==> src/rtl/seg_reader.sv <==
// seg_reader: decodes the multiplexed 7-segment display bus back into hex frames.
// Define SEG_READER_ERRCNT_EN to add the saturating err_count output.
module seg_reader #(
  parameter int NUM_DIGITS    = 2,
  parameter int STABLE_CYCLES = 4
) (
  input  logic                    clk,
  input  logic                    reset,
  input  logic [6:0]              seg_n,
  input  logic [NUM_DIGITS-1:0]   an_n,
  output logic [4*NUM_DIGITS-1:0] hex_out,
  output logic                    valid,
  input  logic                    ready,
  output logic                    bad_pattern,
  output logic                    overrun
`ifdef SEG_READER_ERRCNT_EN
  ,
  output logic [7:0]              err_count
`endif
);

  localparam int SW = NUM_DIGITS + 7;
  localparam int CW = $clog2(STABLE_CYCLES + 1);
  localparam int HW = 4 * NUM_DIGITS;

  typedef enum logic [1:0] {
    SETTLE,
    CAPTURE,
    DWELL
  } state_e;

  state_e          state_q;
  logic [SW-1:0]   sync1_q;
  logic [SW-1:0]   sync2_q;
  logic [SW-1:0]   prev_q;
  logic [CW-1:0]   cnt_q;
  logic [CW-1:0]   cnt_d;
  logic [HW-1:0]   shadow_q;
  logic [HW-1:0]   shadow_d;
  logic [HW-1:0]   hex_q;
  logic [NUM_DIGITS-1:0] filled_q;
  logic [NUM_DIGITS-1:0] filled_c;
  logic [NUM_DIGITS-1:0] filled_d;
  logic [NUM_DIGITS-1:0] sel;
  logic            valid_q;
  logic            bad_q;
  logic            ovr_q;
  logic            same;
  logic            strobe;
  logic            legal;
  logic            blank;
  logic            onehot;
  logic            complete;
  logic            accept;
  logic            bad_d;
  logic            ovr_d;
  logic [3:0]      nib;

  assign hex_out     = hex_q;
  assign valid       = valid_q;
  assign bad_pattern = bad_q;
  assign overrun     = ovr_q;

  assign same = (sync2_q == prev_q);

  always_comb begin
    cnt_d = CW'(1);
    if (same) begin
      if (cnt_q == CW'(STABLE_CYCLES)) cnt_d = cnt_q;
      else cnt_d = cnt_q + CW'(1);
    end
  end

  // Only a count still settling may strobe; DWELL holds off repeats.
  assign strobe = (state_q == SETTLE) &&
                  (cnt_d == CW'(STABLE_CYCLES));

  always_comb begin
    legal = 1'b1;
    nib   = 4'h0;
    case (sync2_q[6:0])
      7'h40:   nib = 4'h0;
      7'h79:   nib = 4'h1;
      7'h24:   nib = 4'h2;
      7'h30:   nib = 4'h3;
      7'h19:   nib = 4'h4;
      7'h12:   nib = 4'h5;
      7'h02:   nib = 4'h6;
      7'h78:   nib = 4'h7;
      7'h00:   nib = 4'h8;
      7'h10:   nib = 4'h9;
      7'h08:   nib = 4'hA;
      7'h03:   nib = 4'hB;
      7'h46:   nib = 4'hC;
      7'h21:   nib = 4'hD;
      7'h06:   nib = 4'hE;
      7'h0E:   nib = 4'hF;
      default: legal = 1'b0;
    endcase
  end

  always_comb begin
    sel      = ~sync2_q[SW-1:7];
    blank    = (sel == '0);
    onehot   = !blank && ((sel & (sel - NUM_DIGITS'(1))) == '0);
    shadow_d = shadow_q;
    filled_c = filled_q;
    bad_d    = 1'b0;
    if (strobe && !blank) begin
      if (onehot && legal) begin
        for (int i = 0; i < NUM_DIGITS; i++) begin
          if (sel[i]) begin
            shadow_d[4*i +: 4] = nib;
            filled_c[i]        = 1'b1;
          end
        end
      end else begin
        bad_d    = 1'b1;
        filled_c = '0;
      end
    end
    complete = &filled_c;
    accept   = complete && (!valid_q || ready);
    ovr_d    = complete && !accept;
    filled_d = complete ? '0 : filled_c;
  end

  always_ff @(posedge clk) begin
    if (!reset) begin
      state_q  <= SETTLE;
      sync1_q  <= '1;
      sync2_q  <= '1;
      prev_q   <= '1;
      cnt_q    <= '0;
      shadow_q <= '0;
      filled_q <= '0;
      hex_q    <= '0;
      valid_q  <= 1'b0;
      bad_q    <= 1'b0;
      ovr_q    <= 1'b0;
    end else begin
      sync1_q  <= {an_n, seg_n};
      sync2_q  <= sync1_q;
      prev_q   <= sync2_q;
      cnt_q    <= cnt_d;
      shadow_q <= shadow_d;
      filled_q <= filled_d;
      bad_q    <= bad_d;
      ovr_q    <= ovr_d;
      if (accept) begin
        hex_q   <= shadow_d;
        valid_q <= 1'b1;
      end else if (valid_q && ready) begin
        valid_q <= 1'b0;
      end
      unique case (state_q)
        SETTLE:  if (strobe) state_q <= CAPTURE;
        CAPTURE: state_q <= same ? DWELL : SETTLE;
        DWELL:   if (!same) state_q <= SETTLE;
        default: state_q <= SETTLE;
      endcase
    end
  end

`ifdef SEG_READER_ERRCNT_EN
  logic [7:0] err_q;
  logic [8:0] err_sum;

  assign err_sum   = {1'b0, err_q} + 9'(bad_d) + 9'(ovr_d);
  assign err_count = err_q;

  always_ff @(posedge clk) begin
    if (!reset) err_q <= '0;
    else err_q <= err_sum[8] ? 8'hFF : err_sum[7:0];
  end
`endif

endmodule
==> config.mk <==
export PLATFORM = sky130hd
export DESIGN_NAME = seg_reader
export DESIGN_NICKNAME = d
export VERILOG_FILES = /design/src/rtl/seg_reader.sv
export SDC_FILE = /design/constraint.sdc
export NUM_CORES = 1
export LEC_CHECK = 0
export BUFFER_PORTS_ARGS = -buffer_cell sky130_fd_sc_hd__buf_2
export CAP_MARGIN = 40
export CORE_MARGIN = 3
export CORE_UTILIZATION = 30
export DETAILED_ROUTE_END_ITERATION = 8
export GPL_TIMING_DRIVEN = 1
export PLACE_DENSITY_LB_ADDON = 0.3
export SYNTH_ARGS = -nofsm -noshare
export SYNTH_HDL_FRONTEND = slang
export SYNTH_SLANG_ARGS = --single-unit
export TNS_END_PERCENT = 10
==> constraint.sdc <==
create_clock -name clk -period 2.7 [get_ports clk]
set_clock_uncertainty 0.2 [all_clocks]
set_input_delay 0.81 -clock clk [delete_from_list [all_inputs] [get_ports clk]]
set_output_delay 0.81 -clock clk [all_outputs]
set_load 0.05 [all_outputs]
==> results.json <==
{
  "dieArea_um2": 8970,
  "tns_ns": 0,
  "crit_fanout": 4,
  "finalHoldViolCount": 0,
  "cts-root-buf": "clkbuf_8",
  "slew_violations": 0,
  "worst-slew-pin-transition_ns": 0.469,
  "final.period_utilization": 0.942,
  "via_count_of_the_first_global_routing_pass": 1581,
  "place_congestion": 0.747,
  "post-route-min-period_ns": 2.54,
  "arrival_ns": 2.55,
  "drcViolationCount": 0,
  "layout_area_overhead_pct": 16.8,
  "final_common_cell": "dfxtp_1",
  "portBuffers": 22,
  "antenna_found_initial": 0,
  "fin_nets": 279,
  "grt_util_all_layers": 0.103,
  "clock_tree_from_tritoncts": "done",
  "leading_cell_types_in_the_layout_fill_and_taps_excluded": "dfxtp_1 (46), nand2b_1 (25), buf_2 (22), nand2_1 (15), xnor2_1 (11)",
  "num_antenna_cells": 0,
  "synth.cell_area_um2": 2360,
  "yosys_most_used_dff": "dfxtp_1",
  "synth_fp_nets": 254,
  "clkSinkCount": 53,
  "grt_max_degree": 25,
  "first_pass_iters": 4,
  "number_of_buffers_added_by_the_clock_tree_synthesis_step": 5,
  "clk_latency_worst_skew_pair_ns": 0.31,
  "reg2reg_setup_slack_ns": 0.16,
  "htree_levels": 2,
  "cellPowerDensity_nw_per_um2": 505,
  "timing.max_cap.violations": 0,
  "synth_cell_type_count": 52,
  "p_leak_nw": 1.12,
  "timing.critical_path.required_ns": 2.71,
  "drt-wirelength-per-cell_um": 11.8,
  "setup_viol": 0,
  "synth-edff-count": 0,
  "final_core_utilization": 0.370,
  "synth_seq_cells": 53,
  "nFillCells": 781,
  "rsz0062_at_grt": "no",
  "die_extent_in_y_um": 94.7,
  "core_region_area_um2": 7450,
  "async_reset_ff_frac": 0,
  "endpoint_kind": "flip-flop",
  "detailed_place_hpwl_um": 2960,
  "grt_first_pass_wirelength_um": 7390,
  "setup.worst_path.class": "flip-flop to flip-flop",
  "vdd_drop_max_uv": 311,
  "post_synth_inst_count": 239,
  "syn_area_per_cell_um2": 9.88,
  "result_of_the_run": "complete, no violations",
  "seq_area_frac_synth": 0.449,
  "post_cts.repair.setup_buffers": 0,
  "routed_via_density": 4.76,
  "total_gr_overflow": 0,
  "clk_pin_slew_worst_paths_ns": 0.10,
  "floorplan.initialDensity": 0.317,
  "design_power_total_mw": 1.39,
  "io-pin-count": 23,
  "final_antenna_net_count": 0,
  "ctsLongestPathBuffers": 2,
  "drt-total-wl_um": 4280,
  "synth-warning-count": 0,
  "maxClockFrequency_ghz": 0.393,
  "worstHoldPathType": "flip-flop to flip-flop",
  "max-slew-margin-rel": 0.684,
  "die_w_um": 94.7,
  "drt-initial-drc-count": 100,
  "dr_total_vias": 1734,
  "post_route_cells_drive_above_1_share": 0.272,
  "cp-start-kind": "flip-flop",
  "core.rowCount": 31
}
layer usage:
layer,vias up,GRT usage,share of wire
met3,4,0.0239,0.042
li1,879,-,-
met2,34,0.155,0.46
met1,817,0.144,0.49
met5,-,0,0
met4,0,0.0361,0.011
layout make-up:
class / count / area (µm²) / share of cell area
inverters: 6 / 22.5 / 0.00817
repair buffers: 32 / 198 / 0.0717
clock buffers: 6 / 82.6 / 0.0299
well taps: 99 / 124 / 0.0449
multi-input cells: 166 / 1250 / 0.452
flip-flops and latches: 53 / 1070 / 0.388
clock inverters: 2 / 13.8 / 0.00499
power by group:
group,internal [mW],switching [mW]
clock network,0.208,0.255
registers,0.800,0.0230
logic,0.0507,0.0551
sequential cells by signal (all words and copies together) (netlist names):
signal / flops
bad_pattern: 1
cnt_q: 3
filled_q: 2
hex_out: 8
overrun: 1
prev_q: 9
shadow_q: 8
state_q: 2
sync1_q: 9
sync2_q: 9
valid: 1
logic make-up after synthesis:
logic type / after synthesis / share of synthesized area
AND/OR/NAND/NOR: 106 / 0.276
XOR/XNOR: 12 / 0.0477
flip-flops: 53 / 0.449
adder cells (fa/ha/maj): 3 / 0.0159
multiplexers: 14 / 0.0662
AO/OA/AOI/OAI: 31 / 0.103
buffers and inverters: 20 / 0.0413
cell usage after synthesis, drive strengths merged (2+ instances only):
cell type	count	area (µm²)
and3	5	31.3
nand2b	25	156
nor4b	2	17.5
mux2	10	116
dfxtp	53	1060
ha	3	37.5
a211oi	3	35.0
a31oi	2	12.5
inv	6	22.5
o2111ai	2	17.5
nor3	11	70.1
o21ai	7	38.8
nor3b	2	15.0
mux2i	4	40.0
and3b	5	43.8
clkbuf	5	18.8
buf	9	56.3
nor2b	5	31.3
o211ai	2	15.0
and2	11	68.8
a21oi	3	15.0
nand2	15	56.3
o21a	2	15.0
xnor2	12	113
nor2	8	30.0
nor4	3	31.3
nand4	4	25.0
a221oi	2	17.5
nand3b	2	15.0
nand3	3	15.0
through the flow:
stage	hold slack, ns	cells	worst slack (ns)	area [µm²]
2_1_floorplan	0.186	239	0.145	2360
3_3_place_gp	0.189	356	0.00177	2610
3_5_place_dp	0.193	356	0.0153	2610
4_1_cts	0.217	364	0.00149	2700
5_1_grt	0.230	364	0.00210	2760
6_report	0.214	364	0.157	2760
worst paths after layout:
path         startpoint         end  cells past startpoint
max reg2reg    cnt_q[0]  hex_out[6]                      9
max            cnt_q[0]  hex_out[6]                      9
min          sync1_q[5]  sync2_q[5]                      1
min reg2reg  sync1_q[5]  sync2_q[5]                      1
critical path: stages, from the launching register on:
cell	delay, ns
dfxtp_2	0.35
inv_1	0.05
ha_2	0.19
and4bb_2	0.35
nor3_2	0.08
nor4_2	0.23
buf_4	0.18
o2111a_1	0.21
mux2_2	0.35
mux2_2	0.26
repair_timing:
action	4_1_cts	5_1_grt
hold buffers	0	0
resized for setup	0	15
endpoints found under the setup margin	0	8
hold endpoints to repair	0	0
Note: power is estimated with default switching activity, not from simulation.
